File: src/rtl/vector_alu_sequencer_if.sv
// Dispatch-to-sequencer request bus and sequencer-to-lane issue bus.
// The master modport is the dispatch/lane side and the slave modport is the sequencer.
interface vector_alu_sequencer_if #(
  parameter int unsigned LANE_NUM = 4,
  parameter int unsigned MAX_ELEM = 32,
  parameter int unsigned IDX_W    = $clog2(MAX_ELEM) + 1
);
  logic                flush;
  logic                req_valid;
  logic                req_ready;
  logic [IDX_W-1:0]    req_vl;
  logic [2:0]          req_vsew;
  logic                req_vm;
  logic [5:0]          req_opcode;
  logic [MAX_ELEM-1:0] req_mask;
  logic                issue_valid;
  logic                issue_ready;
  logic [IDX_W-1:0]    issue_base_idx;
  logic [LANE_NUM-1:0] issue_lane_valid;
  logic [LANE_NUM-1:0] issue_lane_wen;
  logic [5:0]          issue_opcode;
  logic [2:0]          issue_vsew;
  logic                issue_last;
  logic                busy;
  logic                done;
  logic                err;

  modport master (
    output flush, req_valid, req_vl, req_vsew, req_vm, req_opcode, req_mask, issue_ready,
    input  req_ready, issue_valid, issue_base_idx, issue_lane_valid, issue_lane_wen,
           issue_opcode, issue_vsew, issue_last, busy, done, err
  );

  modport slave (
    input  flush, req_valid, req_vl, req_vsew, req_vm, req_opcode, req_mask, issue_ready,
    output req_ready, issue_valid, issue_base_idx, issue_lane_valid, issue_lane_wen,
           issue_opcode, issue_vsew, issue_last, busy, done, err
  );
endinterface

File: src/rtl/vector_alu_sequencer.sv
// Walks the elements of one vector ALU instruction in groups of LANE_NUM lanes,
// driving per-lane valid/write-enable for each group and pulsing done at the end.
module vector_alu_sequencer #(
  parameter int unsigned LANE_NUM = 4,
  parameter int unsigned VLEN     = 256,
  parameter int unsigned MAX_ELEM = VLEN / 8,
  parameter int unsigned IDX_W    = $clog2(MAX_ELEM) + 1
) (
  input logic                   clk,
  input logic                   rst_n,
  vector_alu_sequencer_if.slave bus
);

  typedef enum logic [1:0] {StIdle, StIssue, StDone, StErr} state_e;

  state_e              state_q;
  logic [IDX_W-1:0]    vl_q;
  logic [MAX_ELEM-1:0] mask_q;
  logic                vm_q;
  logic [5:0]          opcode_q;
  logic [2:0]          vsew_q;
  logic [IDX_W-1:0]    base_q;
  logic [LANE_NUM-1:0] lane_valid_q;
  logic [LANE_NUM-1:0] lane_wen_q;
  logic                last_q;
  logic                issue_valid_q;
  logic                req_ready_q;
  logic                busy_q;
  logic                done_q;
  logic                err_q;

  // vsew encodings 0..3 are 1/2/4/8-byte elements; anything with bit 2 set is illegal.
  logic             sew_legal;
  logic [IDX_W-1:0] elem_max;
  logic [IDX_W-1:0] req_vl_eff;

  assign sew_legal  = ~bus.req_vsew[2];
  assign elem_max   = IDX_W'(MAX_ELEM) >> bus.req_vsew[1:0];
  assign req_vl_eff = (bus.req_vl < elem_max) ? bus.req_vl : elem_max;

  // Next group's lane enables: first group comes from the live request, later ones from latches.
  logic [IDX_W-1:0]    src_vl;
  logic                src_vm;
  logic [MAX_ELEM-1:0] src_mask;
  logic [IDX_W-1:0]    nxt_base;
  logic [LANE_NUM-1:0] nxt_valid;
  logic [LANE_NUM-1:0] nxt_wen;
  logic                nxt_last;

  always_comb begin
    logic [IDX_W-1:0] elem;
    elem = '0;
    if (state_q == StIdle) begin
      src_vl   = req_vl_eff;
      src_vm   = bus.req_vm;
      src_mask = bus.req_mask;
      nxt_base = '0;
    end else begin
      src_vl   = vl_q;
      src_vm   = vm_q;
      src_mask = mask_q;
      nxt_base = base_q + IDX_W'(LANE_NUM);
    end
    nxt_valid = '0;
    nxt_wen   = '0;
    for (int unsigned k = 0; k < LANE_NUM; k++) begin
      elem         = nxt_base + IDX_W'(k);
      nxt_valid[k] = elem < src_vl;
      nxt_wen[k]   = nxt_valid[k] & (src_vm | src_mask[elem[IDX_W-2:0]]);
    end
    // One extra bit so base + LANE_NUM cannot wrap near MAX_ELEM.
    nxt_last = ({1'b0, nxt_base} + (IDX_W + 1)'(LANE_NUM)) >= {1'b0, src_vl};
  end

  always_ff @(posedge clk or negedge rst_n) begin
    if (!rst_n) begin
      state_q       <= StIdle;
      vl_q          <= '0;
      mask_q        <= '0;
      vm_q          <= 1'b0;
      opcode_q      <= '0;
      vsew_q        <= '0;
      base_q        <= '0;
      lane_valid_q  <= '0;
      lane_wen_q    <= '0;
      last_q        <= 1'b0;
      issue_valid_q <= 1'b0;
      req_ready_q   <= 1'b1;
      busy_q        <= 1'b0;
      done_q        <= 1'b0;
      err_q         <= 1'b0;
    end else if (bus.flush) begin
      state_q       <= StIdle;
      base_q        <= '0;
      lane_valid_q  <= '0;
      lane_wen_q    <= '0;
      last_q        <= 1'b0;
      issue_valid_q <= 1'b0;
      req_ready_q   <= 1'b1;
      busy_q        <= 1'b0;
      done_q        <= 1'b0;
      err_q         <= 1'b0;
    end else begin
      unique case (state_q)
        StIdle: begin
          if (bus.req_valid) begin
            opcode_q    <= bus.req_opcode;
            vsew_q      <= bus.req_vsew;
            vm_q        <= bus.req_vm;
            mask_q      <= bus.req_mask;
            vl_q        <= sew_legal ? req_vl_eff : '0;
            req_ready_q <= 1'b0;
            if (!sew_legal) begin
              state_q <= StErr;
              err_q   <= 1'b1;
            end else if (req_vl_eff == '0) begin
              state_q <= StDone;
              done_q  <= 1'b1;
              busy_q  <= 1'b1;
            end else begin
              state_q       <= StIssue;
              busy_q        <= 1'b1;
              issue_valid_q <= 1'b1;
              base_q        <= nxt_base;
              lane_valid_q  <= nxt_valid;
              lane_wen_q    <= nxt_wen;
              last_q        <= nxt_last;
            end
          end
        end
        StIssue: begin
          if (bus.issue_ready) begin
            if (last_q) begin
              state_q       <= StDone;
              issue_valid_q <= 1'b0;
              done_q        <= 1'b1;
              base_q        <= '0;
              lane_valid_q  <= '0;
              lane_wen_q    <= '0;
              last_q        <= 1'b0;
            end else begin
              base_q       <= nxt_base;
              lane_valid_q <= nxt_valid;
              lane_wen_q   <= nxt_wen;
              last_q       <= nxt_last;
            end
          end
        end
        StDone: begin
          state_q     <= StIdle;
          done_q      <= 1'b0;
          busy_q      <= 1'b0;
          req_ready_q <= 1'b1;
        end
        StErr: begin
          state_q     <= StIdle;
          err_q       <= 1'b0;
          req_ready_q <= 1'b1;
        end
        default: state_q <= StIdle;
      endcase
    end
  end

  assign bus.req_ready        = req_ready_q;
  assign bus.issue_valid      = issue_valid_q;
  assign bus.issue_base_idx   = base_q;
  assign bus.issue_lane_valid = lane_valid_q;
  assign bus.issue_lane_wen   = lane_wen_q;
  assign bus.issue_opcode     = opcode_q;
  assign bus.issue_vsew       = vsew_q;
  assign bus.issue_last       = last_q;
  assign bus.busy             = busy_q;
  assign bus.done             = done_q;
  assign bus.err              = err_q;

endmodule

File: src/flat_wrapper.sv
// flat-port wrapper written by rule: the top's interface ports become plain ports
module vector_alu_sequencer_flat 
#(
  parameter int unsigned LANE_NUM = 4,
  parameter int unsigned VLEN     = 256,
  parameter int unsigned MAX_ELEM = VLEN / 8,
  parameter int unsigned IDX_W    = $clog2(MAX_ELEM) + 1
)
  (clk, rst_n, bus_flush, bus_req_valid, bus_req_vl, bus_req_vsew, bus_req_vm, bus_req_opcode, bus_req_mask, bus_issue_ready, bus_req_ready, bus_issue_valid, bus_issue_base_idx, bus_issue_lane_valid, bus_issue_lane_wen, bus_issue_opcode, bus_issue_vsew, bus_issue_last, bus_busy, bus_done, bus_err);
  vector_alu_sequencer_if #(.LANE_NUM(LANE_NUM), .MAX_ELEM(MAX_ELEM), .IDX_W(IDX_W)) bus_i ();
  input logic clk;
  input logic rst_n;
  input wire logic [$bits(bus_i.flush)-1:0] bus_flush;
  input wire logic [$bits(bus_i.req_valid)-1:0] bus_req_valid;
  input wire logic [$bits(bus_i.req_vl)-1:0] bus_req_vl;
  input wire logic [$bits(bus_i.req_vsew)-1:0] bus_req_vsew;
  input wire logic [$bits(bus_i.req_vm)-1:0] bus_req_vm;
  input wire logic [$bits(bus_i.req_opcode)-1:0] bus_req_opcode;
  input wire logic [$bits(bus_i.req_mask)-1:0] bus_req_mask;
  input wire logic [$bits(bus_i.issue_ready)-1:0] bus_issue_ready;
  output wire logic [$bits(bus_i.req_ready)-1:0] bus_req_ready;
  output wire logic [$bits(bus_i.issue_valid)-1:0] bus_issue_valid;
  output wire logic [$bits(bus_i.issue_base_idx)-1:0] bus_issue_base_idx;
  output wire logic [$bits(bus_i.issue_lane_valid)-1:0] bus_issue_lane_valid;
  output wire logic [$bits(bus_i.issue_lane_wen)-1:0] bus_issue_lane_wen;
  output wire logic [$bits(bus_i.issue_opcode)-1:0] bus_issue_opcode;
  output wire logic [$bits(bus_i.issue_vsew)-1:0] bus_issue_vsew;
  output wire logic [$bits(bus_i.issue_last)-1:0] bus_issue_last;
  output wire logic [$bits(bus_i.busy)-1:0] bus_busy;
  output wire logic [$bits(bus_i.done)-1:0] bus_done;
  output wire logic [$bits(bus_i.err)-1:0] bus_err;
  assign bus_i.flush = bus_flush;
  assign bus_i.req_valid = bus_req_valid;
  assign bus_i.req_vl = bus_req_vl;
  assign bus_i.req_vsew = bus_req_vsew;
  assign bus_i.req_vm = bus_req_vm;
  assign bus_i.req_opcode = bus_req_opcode;
  assign bus_i.req_mask = bus_req_mask;
  assign bus_i.issue_ready = bus_issue_ready;
  assign bus_req_ready = bus_i.req_ready;
  assign bus_issue_valid = bus_i.issue_valid;
  assign bus_issue_base_idx = bus_i.issue_base_idx;
  assign bus_issue_lane_valid = bus_i.issue_lane_valid;
  assign bus_issue_lane_wen = bus_i.issue_lane_wen;
  assign bus_issue_opcode = bus_i.issue_opcode;
  assign bus_issue_vsew = bus_i.issue_vsew;
  assign bus_issue_last = bus_i.issue_last;
  assign bus_busy = bus_i.busy;
  assign bus_done = bus_i.done;
  assign bus_err = bus_i.err;
  vector_alu_sequencer #(.LANE_NUM(LANE_NUM), .VLEN(VLEN), .MAX_ELEM(MAX_ELEM), .IDX_W(IDX_W)) u_core (.clk(clk), .rst_n(rst_n), .bus(bus_i));
endmodule
File: config.mk
export PLATFORM = sky130hd
export DESIGN_NAME = vector_alu_sequencer_flat
export DESIGN_NICKNAME = d
export VERILOG_FILES = /design/src/rtl/vector_alu_sequencer_if.sv /design/src/rtl/vector_alu_sequencer.sv /design/src/flat_wrapper.sv
export SDC_FILE = /design/constraint.sdc
export NUM_CORES = 1
export LEC_CHECK = 0
export BUFFER_PORTS_ARGS = -buffer_cell sky130_fd_sc_hd__buf_2
export CAP_MARGIN = 0
export CORE_ASPECT_RATIO = 1.4
export CORE_MARGIN = 2
export CORE_UTILIZATION = 50
export DETAILED_ROUTE_END_ITERATION = 8
export PLACE_DENSITY_LB_ADDON = 0.15
export SETUP_SLACK_MARGIN = 0.05
export SYNTH_ARGS = -nofsm -noshare
export SYNTH_HDL_FRONTEND = slang
export SYNTH_SLANG_ARGS = --single-unit
File: constraint.sdc
create_clock -name clk -period 10.07 [get_ports clk]
set_clock_uncertainty 0.15 [all_clocks]
set_input_delay 0 -clock clk [delete_from_list [all_inputs] [get_ports clk]]
set_output_delay 0 -clock clk [all_outputs]
set_load 0.005 [all_outputs]
* Yosys cells after proc, flatten, opt, wreduce, memory -nomap -nowiden
Cells that the tools add are included.
** Storage, ports and cells
- Flip-flop bits (word level) :: 70
- Input port bits :: 53
- Output and inout port bits :: 29
- Logic and storage cells :: 140
** Operators by class
- Add/subtract/negate cells :: 5
- Order comparisons :: 10
- Equal/unequal tests :: 10
- Shift operators :: 1
- Mux-type cells :: 74
- Bitwise operators :: 9
- Reductions and logical operators :: 16
** Operators with widths (count)
- two-way mux 6 bit :: 10
- two-way mux 4 bit :: 12
- two-way mux 32 bit :: 1
- two-way mux 1 bit :: 31
- < comparator 6 bit :: 5
- < comparator 5 x 6 -> 1 bit (second input constant) :: 4
- binary-select mux 1 bit (select 5 bit) :: 4
- inequality test 3 bit (second input constant) :: 6
- case mux 4 bit (2 select lines) :: 2
- adder 6 x 2 -> 6 bit (second input constant) :: 2
- two-way mux 2 bit :: 6
- case mux 6 bit (2 select lines) :: 1
- AND reduction 3 bit :: 4
- AND reduction 6 bit :: 2
- nonzero test 3 bit :: 4
- case mux 1 bit (2 select lines) :: 5
- adder 6 x 3 -> 7 bit (second input constant) :: 1
- greater-or-equal comparator 7 x 6 -> 1 bit :: 1
- adder 6 x 1 -> 6 bit (second input constant) :: 1
- adder 6 x 3 -> 6 bit (second input constant) :: 1
- logical NOT 6 bit :: 1
- case mux 2 bit (3 select lines) :: 1
- >> shifter 6 x 2 -> 6 bit (first input constant) :: 1
- AND reduction 5 bit :: 1
- 11 further kinds :: 18

* Depth between registers and ports, before layout
Gate-level depths: netlist of the first run.
- Depth in word-level cells :: 12
- Mapped depth :: 16
- Mapped depth without buffers :: 14

* Worst setup path before layout of the first run
No wires, ideal clock.
- Path kind :: reg2reg
- Start point :: register u_core.state_q[0]
- End point :: register u_core.lane_valid_q[2], in the netlist u_core.bus.issue_lane_valid[2]
- Library setup time :: 66 ps
- Arrival :: 3416 ps
- Required time :: 9854 ps
- Setup slack :: 6438 ps
- Stages on the path, launching flop included :: 17
- Buffers on the path :: 5
- Clock period less this slack :: 3632 ps
- Path through :: dfrtp_1 buf_4 or2_1 buf_2 buf_4 buf_2 buf_2 nand2_1 ha_1 clkinv_1 ha_1 or3_1 o22a_1 maj3_1 o211a_1 nor3_1 a221o_1
** On the way
- Longest elaborated chain between the ends :: 9
- Elaborated cells between the ends (all ways) :: 19
- Those cells by class :: add/sub (1); order compare (1); eq/ne (5); mux (9); reduce/logical (3)
** RTL lines
- from (decl) :: RTL line vector_alu_sequencer.sv:16 : state_e state_q;
- from (signal assigned) :: RTL line vector_alu_sequencer.sv:77 : state_q <= StIdle;
- from (signal assigned) :: RTL line vector_alu_sequencer.sv:93 : state_q <= StIdle;
- from (signal assigned) :: RTL line vector_alu_sequencer.sv:114 : state_q <= StErr;
- logical NOT 2 bit :: RTL line vector_alu_sequencer.sv:53, vector_alu_sequencer.sv:104
- two-way mux 6 bit :: RTL line vector_alu_sequencer.sv:53 : if (state_q == StIdle) begin
- adder 6 x 2 -> 6 bit :: RTL line vector_alu_sequencer.sv:67 : elem = nxt_base + IDX_W'(k);
- < comparator 6 bit :: RTL line vector_alu_sequencer.sv:68 : nxt_valid[k] = elem < src_vl;
- two-way mux 4 bit :: RTL line vector_alu_sequencer.sv:116 : end else if (req_vl_eff == '0) begin
- two-way mux 4 bit :: RTL line vector_alu_sequencer.sv:113 : if (!sew_legal) begin
- two-way mux 4 bit :: RTL line vector_alu_sequencer.sv:106 : if (bus.req_valid) begin
- case mux 4 bit (2 select lines) :: RTL line vector_alu_sequencer.sv:104 : unique case (state_q)
- two-way mux 4 bit :: RTL line vector_alu_sequencer.sv:92 : end else if (bus.flush) begin
- to (signal assigned) :: RTL line vector_alu_sequencer.sv:125 : lane_valid_q <= nxt_valid;
- to (signal assigned) :: RTL line vector_alu_sequencer.sv:143 : lane_valid_q <= nxt_valid;
- to (decl) :: RTL line vector_alu_sequencer.sv:23 : logic [LANE_NUM-1:0] lane_valid_q;
Parallel ways exist; a longest one is shown, timed or not. The select of a mux whose other input is x is not followed.
A chain may end at the register's enable or synchronous reset.

* Worst setup path in the final report of the first run
Same ends and word-level chain as after synthesis.

==> key figures, run 1 <==
Outcome
  – Status: finished clean

Clocking
  – Postcts setup bufs: 0
  – Clock slew at reported path FFs: about 0.060 ns
  – TritonCTS Buffers: 9
  – CTS HTree Levels: 3
  – Quantity of gates resized following cts: 0
  – Root Driver: clkbuf_16
  – Clk_lat worst skew: ~0.34 ns
  – CTS sink count: 70
  – CTS max path bufs: 2
  – CTS tree: built
  – Hold buffers post-CTS: 52

Yosys
  – Mapped Avg Cell Area: approximately 8.8 um2
  – Flops & latches, synth: 70
  – Syn_nets: between 600 and 700
  – FFs w/ async S/R, synth: 100.0%
  – Post-synth EDFFs: 0
  – Synthesized cell area: between 5000 and 6000 um2
  – Seq/Total Area, Yosys: about 34%
  – Distinct cells, synth: between 60 and 70
  – Synth warn: 0
  – Post-synthesis cell count: 587
  – Main synth FF type: dfrtp_1

Die
  – IO Pins: 82
  – Chip Height: 124.4 um
  – Die Footprint: about 11000 um2
  – Die Width: ~90 um
  – Core Area: between 10000 and 15000 um2
  – Starting density of the core: 50.59%
  – FP Rows: 44

Drt
  – DRC: 0
  – Wire length per cell: between 15 and 20 um
  – Post-DRT Antenna Nets: 0
  – Drt first pass iters: 4
  – DR vias/cell: roughly 5.7
  – Starting DRC count in detailed routing: 259
  – Total Wirelength: 14950 um
  – Vias: just under 5000

STA
  – Worst slew margin relative to its limit: a little over a third
  – Final WS setup: a little under 6 ns
  – Tmin final: roughly 4.2 ns
  – RSZ-0062 raised after global routing: no
  – Fin crit share: roughly 42%
  – Fin. Hold Viols: 0
  – Least-Margin Pin Slew: ~0.97 ns
  – Fin Setup TNS: 0 ns
  – Max Fclk: about 0.24 GHz
  – Final setup fails: 0
  – Max Slew Vio Count: 0

Critical path
  – Crit. End Element: flop
  – Startpoint types: flop
  – Req. time, crit path: between 10 and 15 ns
  – Arr. time, crit path: 4.37 ns
  – CP max FO: 20
  – Critical path type: reg2reg

Power
  – Clock Power Share: 26.4%
  – Pwr/cell area: roughly 180 nW/um2
  – Switching Power: between 0.4 and 0.5 mW
  – Worst IR Drop VDD: 0.0001032 V
  – Sw frac: roughly 36%
  – Leakage: around 3 nW
  – Pint: 0.7212 mW
  – Seq pwr share: 36.3%
  – Combinational share of power: about 37%

Global routing
  – GR Util All Layers: between 20% and 30%
  – First-pass GRT wire length: between 20000 and 25000 um
  – Initial antenna violation count: 0
  – Largest net degree at the start of global routing: 71
  – GR Overflow Total: 0
  – Number of global-route vias before repair: a little over 5000

Final layout
  – Final #Nets: between 700 and 800
  – Post-route cell area: ~6400 um2
  – Commonest non-fill, non-tap cell in the layout: nand2_1
  – Layout cell share with drive strength beyond 1: 21.64%
  – Most frequent cells in the layout: 176 x nand2_1, 81 x buf_2, 69 x dfrtp_1
  – Antenna cells: 0
  – Layout area overhead: 24.35%

Placement
  – Setup WS pre-CTS: roughly 5.9 ns
  – GPL Wtd Cong: 0.9220
  – Dpl hpwl: approximately 11000 um
  – PortBufs: a little over 80
  – Placed inst area: 5643 um2

Job
  – Total of max-cap violations: 0

Hold path
  – Hold Crit Class: in2reg
[flip-flops by register name, indices dropped and copies added (netlist names)]
register                     cells
u_core.vl_q                      6
u_core.bus.issue_lane_valid      4
u_core.mask_q                   32
u_core.bus.req_ready             1
u_core.vm_q                      1
u_core.bus.issue_opcode          6
u_core.bus.issue_lane_wen        4
u_core.bus.err                   1
u_core.bus.issue_last            1
u_core.bus.done                  1
u_core.state_q                   2
u_core.bus.issue_vsew            3
u_core.bus.issue_base_idx        6
u_core.bus.busy                  1
u_core.bus.issue_valid           1
[worst paths after layout]
path	startpoint	to	slack [ns]	cells after the start
worst max-delay path	u_core.state_q[0]$_DFFE_PN0P_	u_core.bus.issue_lane_valid[2]$_DFFE_PN0P_	5.82	11
worst min register to register	u_core.bus.req_ready$_DFFE_PN1P_	u_core.bus.req_ready$_DFFE_PN1P_	0.31	2
max in group asynchronous	rst_n	u_core.mask_q[31]$_DFFE_PN0P_	8.91	3
min in group asynchronous	rst_n	u_core.state_q[0]$_DFFE_PN0P_	0.26	3
worst min-delay path	bus_req_vl[1]	u_core.vl_q[1]$_DFFE_PN0P_	0.01	3
worst max register to register	u_core.state_q[0]$_DFFE_PN0P_	u_core.bus.issue_lane_valid[2]$_DFFE_PN0P_	5.82	11
[power groups by stage]
| stage | clock [mW] | combinational (mW) | sequential (mW) |
|---|---|---|---|
| final | 0.298 | 0.422 | 0.410 |
| after floorplan | 0 | 0.298 | 0.391 |
| after detailed placement | 0 | 0.402 | 0.412 |
| after CTS | 0.306 | 0.422 | 0.409 |
| after global placement | 0 | 0.393 | 0.408 |
| after global routing | 0.318 | 0.469 | 0.419 |
[worst max-delay path: stages (launching register included)]
cell and delay, ns:
dfrtp_1 0.71, or2_1 0.70, nand2_1 0.22, ha_1 0.44
clkinv_1 0.24, ha_1 0.28, or3_1 0.34, o22a_1 0.20
maj3_1 0.36, o211a_1 0.24, nor3_1 0.13, a221o_1 0.14
[cell type report]
cell class,count,area [um2]
fill,904,3799
multi-input combinational,471,3226
sequential,70,1753
timing repair buffer,139,970.9
clock buffer,11,242.7
tap,138,172.7
inverter,11,41.29
clock inverter,5,35.03
[cell families (layout without fill, tap and decap cells)]
family	count (synthesis)	in the layout	share of synthesized area, %
and+or+nand+nor	258	258	21.06
AOI/OAI and AO/OA	107	107	14.76
DFF	70	70	33.84
muxes	67	67	18.09
buffers and inverters	46	166	3.986
adders and majority gates	23	23	5.266
xor gates and xnor gates	16	16	2.995
[cells in the mapped netlist, drive strengths merged (3+ instances only)]
cell	count	area (um2)
nand3	4	20.02
o2111ai	3	26.28
a221o	3	30.03
a31oi	4	25.02
a21boi	5	37.53
dfrtp	69	1727
or2	3	18.77
xnor2	10	102.6
nand2b	13	81.33
nor3	12	70.07
xor2	6	52.55
o211ai	6	45.04
and2	3	18.77
a22oi	4	30.03
o211a	3	30.03
inv	10	37.54
maj3	6	60.06
a221oi	3	26.28
mux2i	25	250.2
o21ai	23	115.1
o221ai	4	35.03
a21oi	16	80.08
mux2	23	259.0
buf	14	86.33
clkbuf	21	78.83
o2bb2ai	3	26.28
or3	5	31.28
nor2b	3	18.77
ha	17	212.7
mux4	19	427.9
nor2	33	123.9
nand2	176	660.6
o311ai	3	26.28
o21bai	3	22.52
[per-stage QoR]
step / total power [mW] / std cells / hold slack, ns / util, %
2_1_floorplan: 0.6883 / 587 / -0.4456 / -
3_3_place_gp: 0.8009 / 777 / 0.03886 / 55.11
3_5_place_dp: 0.8147 / 777 / 0.04448 / 55.11
4_1_cts: 1.137 / 845 / 0.01527 / 62.90
5_1_grt: 1.206 / 845 / 0.05860 / 62.90
6_report: 1.130 / 845 / 0.01384 / 62.90
[metal layers]
| metal | wire [um] | GRT usage [%] | part of all wire (%) |
|---|---|---|---|
| met1 | 5746 | 31.31 | 38 |
| met3 | 660 | 4.537 | 4.4 |
| met4 | 674 | 15.29 | 4.5 |
| met5 | 0 | 0 | 0 |
| met2 | 7866 | 49.98 | 53 |
Power figures use the tool's default switching activity.
==> run 2: changes to the inputs <==
--- a/config.mk
+++ b/config.mk
@@ -5,6 +5,7 @@
 export SDC_FILE = /design/constraint.sdc
 export NUM_CORES = 1
 export LEC_CHECK = 0
+export ABC_AREA = 1
 export BUFFER_PORTS_ARGS = -buffer_cell sky130_fd_sc_hd__buf_2
 export CAP_MARGIN = 0
 export CORE_ASPECT_RATIO = 1.4
==> constraint.sdc (replaced) <==
create_clock -name clk -period 3.97 [get_ports clk]
set_clock_uncertainty 0.15 [all_clocks]
set_input_delay 0 -clock clk [delete_from_list [all_inputs] [get_ports clk]]
set_output_delay 0 -clock clk [all_outputs]
set_load 0.005 [all_outputs]
==> run 2 against run 1 <==
  * Setup slack lost 5.1 ns
  * Clock power grew to 3.0 times the previous value
  * Core utilization shrank 0.14 points
==> key figures, run 2 <==
Outcome
  – Status: finished clean

Final layout
  – Multi-input logic area: 3211 um2 (-0.47%)
  – Layout cell share with drive strength beyond 1: 15.83% (-5.8 points)
  – Layout area overhead: 23.28%
  – Biggest register: u_core.mask_q
  – Max FFs per register: 32 (unchanged)
  – Commonest non-fill, non-tap cell in the layout: nand2_1
  – Most frequent cells in the layout: 310 x nand2_1, 96 x nand3_1, 80 x buf_2
  – Post-route cell area: 6785 um2 (+5.3%)
  – Fill cell count: 1026 (+13%)
  – Antenna cells: 0 (unchanged)
  – Final #Nets: 1019 (+32%)
  – Register area: 1753 um2 (unchanged)
  – Fin cells: 1095 (+30%)

STA
  – Fin. Hold Viols: 0 (unchanged)
  – Max Slew Vio Count: 0 (unchanged)
  – Worst slew margin relative to its limit: 40.39% (+5.0 points)
  – Fin crit share: 83.01% (+41 points)
  – Final setup fails: 0 (unchanged)
  – RSZ-0062 raised after global routing: no
  – Tmin final: 3.296 ns (-0.9507 ns)
  – Fin Hold WS: 0.02575 ns (+0.01191 ns)
  – Final WS setup: 0.6743 ns (-5.149 ns)
  – Max Fclk: 0.3034 GHz (+29%)
  – Fin Setup TNS: 0 ns (unchanged)
  – Least-Margin Pin Slew: 0.8942 ns (-0.07455 ns)

Critical path
  – R2R depth: 15 (+4)
  – CP max FO: 14 (-30%)
  – R2r setup slk: 0.67 ns (-5.15 ns)
  – Req. time, crit path: 4.05 ns (-6.14 ns)
  – Crit. End Element: flop
  – Startpoint types: flop
  – Reg2reg end: u_core.bus.issue_lane_wen[3]$_DFFE_PN0P_
  – Critical path type: reg2reg
  – RR Startpoint: u_core.bus.issue_base_idx[1]$_DFFE_PN0P_
  – CP startpoint: u_core.bus.issue_base_idx[1]$_DFFE_PN0P_
  – Arr. time, crit path: 3.37 ns (-1.00 ns)

Clocking
  – Quantity of gates resized following cts: 0 (unchanged)
  – Clk_lat worst skew: 0.34 ns (about the same)
  – CTS max path bufs: 2 (unchanged)
  – Hold buffers post-CTS: 51 (-1.9%)
  – CTS HTree Levels: 3 (unchanged)
  – TritonCTS Buffers: 9 (unchanged)
  – CTS sink count: 70 (unchanged)
  – Root Driver: clkbuf_16
  – Postcts setup bufs: 0 (unchanged)
  – CTS tree: built
  – Clock slew at reported path FFs: 0.06 ns (about the same)

Die
  – Core Area: 10810 um2 (+5.6%)
  – Die Footprint: 11870 um2 (+6.0%)
  – IO Pins: 82 (unchanged)
  – Die Width: 92.67 um (+2.9%)
  – FP Rows: 45 (+2.3%)
  – Starting density of the core: 50.91% (+0.33 points)
  – Chip Height: 128.1 um (+3.0%)

Placement
  – GPL Wtd Cong: 0.9958 (+8.0%)
  – Setup WS pre-CTS: 0.7324 ns (-5.177 ns)
  – Placed inst area: 5944 um2 (+5.3%)
  – PortBufs: 81 (unchanged)
  – Dpl hpwl: 13910 um (+32%)
  – Placed Cells: 1028 (+32%)

Yosys
  – Yosys top cell area share: 31.37% (-2.0 points)
  – Flops & latches, synth: 70 (unchanged)
  – Seq/Total Area, Yosys: 31.85% (-2.0 points)
  – Synth warn: 0 (unchanged)
  – Synth top cells by count: 310 x nand2_1, 96 x nand3_1, 78 x inv_1
  – Synthesized cell area: 5504 um2 (+6.3%)
  – Mapped Avg Cell Area: 6.607 um2 (-25%)
  – Syn_nets: 903 (+37%)
  – Post-synthesis cell count: 833 (+42%)
  – Top cells by area, synth: dfrtp_1 31%, nand2_1 21%, nand3_1 8.7%, inv_1 5.3%, nand4_1 5.2%
  – Area leader, netlist: dfrtp_1
  – Distinct cells, synth: 43 (-37%)
  – Main synth FF type: dfrtp_1
  – FFs w/ async S/R, synth: 100.0% (unchanged)
  – Post-synth EDFFs: 0 (unchanged)
  – Top-count cell post-synth: nand2_1

Hold path
  – Hold_sp: bus_req_vl[2]
  – Hold Path End: u_core.vl_q[2]$_DFFE_PN0P_
  – Hold Crit Class: in2reg
  – Hold depth: 5 (+2)

Drt
  – Post-DRT Antenna Nets: 0 (unchanged)
  – Total Wirelength: 18610 um (+25%)
  – Vias: 6127 (+27%)
  – Wire length per cell: 17.00 um (-3.9%)
  – Drt first pass iters: 6 (+2)
  – DR vias/cell: 5.595 (-2.2%)
  – DRC: 0 (unchanged)
  – Starting DRC count in detailed routing: 402 (+55%)

Power
  – Worst IR Drop VDD: 0.0003554 V (+240%)
  – Leakage: 3.555 nW (+17%)
  – Pwr/cell area: 699.9 nW/um2 (+300%)

Global routing
  – First-pass GRT wire length: 29900 um (+20%)
  – Largest net degree at the start of global routing: 71 (unchanged)
  – GR Util All Layers: 32.46% (+4.6 points)
  – Initial antenna violation count: 0 (unchanged)
  – GR Overflow Total: 0 (unchanged)
  – Number of global-route vias before repair: 5952 (+16%)

Job
  – Total of max-cap violations: 0 (unchanged)
[run 2: cell count changes after synthesis, sizes merged, moves of 13 or more]
cell,previous run,this run
nand2,176,320
nand3,4,100
inv,10,86
nand4,0,46
o21ai,23,50
mux2i,25,0
mux2,23,0
nor2,33,53
mux4,19,0
buf,14,30
clkbuf,21,5
nand2b,13,0
[run 2: how the worst max path moves through the flow]
stage / to / slack [ns] / cells past startpoint
2_1_floorplan: u_core.bus.issue_lane_wen[1]$_DFFE_PN0P_ / 1.36 / 16
3_3_place_gp: u_core.bus.issue_lane_wen[3]$_DFFE_PN0P_ / 0.79 / 15
3_5_place_dp: u_core.bus.issue_lane_wen[3]$_DFFE_PN0P_ / 0.73 / 15
4_1_cts: u_core.bus.issue_lane_wen[3]$_DFFE_PN0P_ / 0.70 / 15
5_1_grt: u_core.bus.issue_lane_wen[3]$_DFFE_PN0P_ / 0.46 / 15
6_report: u_core.bus.issue_lane_wen[3]$_DFFE_PN0P_ / 0.67 / 15
[run 2: report_power, final]
group	switching, mW	total, mW	internal (mW)
Clock	0.346	0.907	0.560
Sequential	0.253	1.29	1.04
Combinational	1.68	2.55	0.876
Total	2.28	4.75	2.47
[run 2: metal layers]
layer / vias to the layer above / global-route usage [%] / wire length (um)
li1: 2962 / - / -
met1: 2853 / 37.09 / 7112
met2: 246 / 56.98 / 9405
met3: 66 / 4.056 / 891
met4: 0 / 20.59 / 1203
met5: - / 0 / 0
[run 2: worst max-delay path, stage by stage, from the launching register on]
cell	delay [ns]
dfrtp_1	0.57
inv_2	0.19
nor2_4	0.36
inv_2	0.21
ha_1	0.29
xnor2_2	0.34
inv_2	0.12
ha_1	0.29
a21boi_0	0.18
nand2_1	0.08
nand2_1	0.07
nand2_1	0.05
nand2_1	0.06
nand2_1	0.07
nand4_1	0.09
nand2_1	0.06
[run 2: layout make-up]
| class | instances | area share [%] |
|---|---|---|
| timing repair buffer | 140 | 14.42 |
| clock inverter | 7 | 1.549 |
| sequential | 70 | 25.83 |
| tap | 141 | 2.600 |
| multi-input combinational | 640 | 47.32 |
| inverter | 88 | 4.960 |
| clock buffer | 9 | 3.319 |
[run 2: cells by family after synthesis]
logic type,count (synthesis),share of synthesized area (%)
flip-flops,70,31.85
AND/OR/NAND/NOR,527,42.81
buffers and inverters,123,9.934
XOR/XNOR,8,1.955
AO/OA/AOI/OAI,88,9.594
adder cells (fa/ha/maj),17,3.864
[run 2: through the flow]
step                power, mW  util (%)
global route            5.137     62.77
global placement        3.705     54.99
floorplan               3.015         -
finish                  4.749     62.77
CTS                     4.719     62.77
detailed placement      3.746     54.99
==> run 3: changes to the inputs <==
==> constraint.sdc (replaced) <==
create_clock -name clk -period 2.6 [get_ports clk]
set_clock_uncertainty 0.15 [all_clocks]
set_input_delay 0 -clock clk [delete_from_list [all_inputs] [get_ports clk]]
set_output_delay 0 -clock clk [all_outputs]
set_load 0.005 [all_outputs]
==> run 3 against run 2 <==
  * First-iteration DRC count decreased by 9.7%
  * Cell count increased by 3.8%
  * Maximum frequency increased by 33%
  * Sequential power increased by 50%
  * Clock-buffer cell count increased by 1
  * Die area unchanged
  * Register-to-register slack got worse by 0.55 ns
  * Sequential cell count unchanged
  * Critical path depth increased by 1
  * Setup slack got worse by 0.55 ns
  * Power increased by 58%
  * Largest cell class unchanged
==> key figures, run 3 (synthesis gave the netlist of run 2 again) <==
Outcome
  – Status: finished clean

Drt
  – DR vias/cell: 5.489 (-1.9%)
  – Vias: 6241 (+1.9%)
  – Wire length per cell: 16.71 um (-1.7%)
  – DRC: 0 (unchanged)
  – Drt first pass iters: 5 (-1)
  – Starting DRC count in detailed routing: 363 (-9.7%)
  – Post-DRT Antenna Nets: 0 (unchanged)
  – Total Wirelength: 19000 um (+2.1%)

Job
  – Total of max-cap violations: 0 (unchanged)

Critical path
  – Req. time, crit path: 2.68 ns (-1.37 ns)
  – CP max FO: 6 (-8)
  – Crit. End Element: flop
  – Critical path type: reg2reg
  – Startpoint types: flop
  – Arr. time, crit path: 2.55 ns (-0.82 ns)

Final layout
  – Fill cell count: 1000 (-2.5%)
  – Layout area overhead: 29.53%
  – Most frequent cells in the layout: 309 x nand2_1, 96 x nand3_1, 80 x buf_2
  – Biggest register: u_core.mask_q
  – Final #Nets: 1061 (+4.1%)
  – Commonest non-fill, non-tap cell in the layout: nand2_1
  – Fin util: 65.95% (+3.2 points)
  – Fin cells: 1137 (+3.8%)
  – Max FFs per register: 32 (unchanged)
  – Layout cell share with drive strength beyond 1: 20.28% (+4.5 points)
  – Antenna cells: 0 (unchanged)

Placement
  – GPL Wtd Cong: 1.028 (+3.3%)
  – Setup WS pre-CTS: 0.01183 ns (-0.7206 ns)
  – Placed Cells: 1061 (+3.2%)
  – PortBufs: 81 (unchanged)
  – Dpl hpwl: 14030 um (+0.85%)

Global routing
  – Largest net degree at the start of global routing: 71 (unchanged)
  – Number of global-route vias before repair: 6091 (+2.3%)
  – Initial antenna violation count: 0 (unchanged)
  – Global routing usage on met3: 3.645% (-0.41 points)
  – GR Overflow Total: 0 (unchanged)
  – GR Util All Layers: 32.70% (+0.24 points)
  – Met2 GRT Util: 58.52% (+1.5 points)
  – GRT met1 Usage: 37.35% (+0.25 points)
  – GR peak layer: met2
  – First-pass GRT wire length: 30300 um (+1.3%)

Die
  – Chip Height: 128.1 um (unchanged)
  – Die Footprint: 11870 um2 (unchanged)
  – IO Pins: 82 (unchanged)
  – FP Rows: 45 (unchanged)
  – Core Area: 10810 um2 (unchanged)
  – Starting density of the core: 50.91% (unchanged)
  – Die Width: 92.67 um (unchanged)

STA
  – Least-Margin Pin Slew: 0.9115 ns (+0.01734 ns)
  – Tmin final: 2.474 ns (-0.8213 ns)
  – Fin crit share: 95.17% (+12 points)
  – Fin. Hold Viols: 0 (unchanged)
  – Max Fclk: 0.4041 GHz (+33%)
  – RSZ-0062 raised after global routing: yes
  – Max Slew Vio Count: 0 (unchanged)
  – Final setup fails: 0 (unchanged)
  – Worst slew margin relative to its limit: 39.23% (-1.2 points)
  – Final WS setup: 0.1257 ns (-0.5487 ns)

Clocking
  – CTS max path bufs: 2 (unchanged)
  – Root Driver: clkbuf_16
  – CTS sink count: 70 (unchanged)
  – Clk_lat worst skew: 0.34 ns (about the same)
  – CTS HTree Levels: 3 (unchanged)
  – TritonCTS Buffers: 9 (unchanged)
  – Clock slew at reported path FFs: 0.06 ns (about the same)
  – CTS tree: built

Power
  – Pwr/cell area: 1052 nW/um2 (+50%)
  – Worst IR Drop VDD: 0.0005916 V (+66%)
  – Leakage: 3.730 nW (+4.9%)

Hold path
  – Hold Crit Class: in2reg
## run 3: where the power goes
group | total, mW | internal, mW | switching, mW
Clock | 1.18 | 0.677 | 0.502
Combinational | 4.39 | 1.66 | 2.72
Sequential | 1.93 | 1.58 | 0.351
Total | 7.50 | 3.92 | 3.58
## run 3: metrics by stage
stage	area, um2	setup TNS, ns	total power [mW]	hold slack, ns
6_report	7129	0	7.497	0.02212
5_1_grt	7129	-0.01110	8.119	0.05899
4_1_cts	6998	0	7.321	0.01588
3_5_place_dp	6205	0	6.030	0.03976
3_3_place_gp	6205	0	5.993	0.03225
2_1_floorplan	5505	0	4.606	-0.4456
## run 3: layer usage
metal | vias up | part of all wire, %
met4 | 0 | 6.3
met3 | 73 | 4.5
li1 | 3040 | -
met2 | 262 | 52
met5 | - | 0
met1 | 2866 | 38
## run 3: critical path, stage by stage (launching register included)
cell and delay, ns:
dfrtp_1 0.41, nor2_4 0.21, buf_12 0.16, nor2_4 0.04
inv_2 0.14, ha_4 0.17, xnor2_2 0.12, inv_2 0.10
ha_1 0.27, a21boi_0 0.16, nand2_1 0.07, nand2_1 0.05
nand2_1 0.04, nand2_1 0.06, nand2_1 0.06, nand4_1 0.09
nand2_1 0.05
## run 3: timing repair
action,CTS,global route
endpoints found under the setup margin,0,7
setup buffers,0,9
endpoints found under the hold margin,117,0
resized for setup,0,13
hold buffers,51,0
## run 3: worst paths after layout
| check | from | endpoint | slack, ns | cells past startpoint |
|---|---|---|---|---|
| setup / recovery | u_core.state_q[1]$_DFFE_PN0P_ | u_core.bus.issue_lane_wen[3]$_DFFE_PN0P_ | 0.13 | 16 |
| hold / removal | bus_req_vl[3] | u_core.vl_q[3]$_DFFE_PN0P_ | 0.02 | 5 |
| setup reg to reg | u_core.state_q[1]$_DFFE_PN0P_ | u_core.bus.issue_lane_wen[3]$_DFFE_PN0P_ | 0.13 | 16 |
| hold reg to reg | u_core.bus.issue_opcode[2]$_DFFE_PN0P_ | u_core.bus.issue_opcode[2]$_DFFE_PN0P_ | 0.32 | 2 |
| max in group asynchronous | rst_n | u_core.mask_q[27]$_DFFE_PN0P_ | 1.51 | 2 |
| min in group asynchronous | rst_n | u_core.mask_q[7]$_DFFE_PN0P_ | 0.18 | 2 |
## run 3: layout make-up
type                            instances  area [um2]  share of cell area [%]
Inverter                               88       342.8                   4.809
Timing Repair Buffer                  182        1306                   18.32
Multi-Input combinational cell        640        3268                   45.84
Tap cell                              141       176.4                   2.475
Clock buffer                           10       239.0                   3.352
Clock inverter                          6       43.79                  0.6143
Sequential cell                        70        1753                   24.59
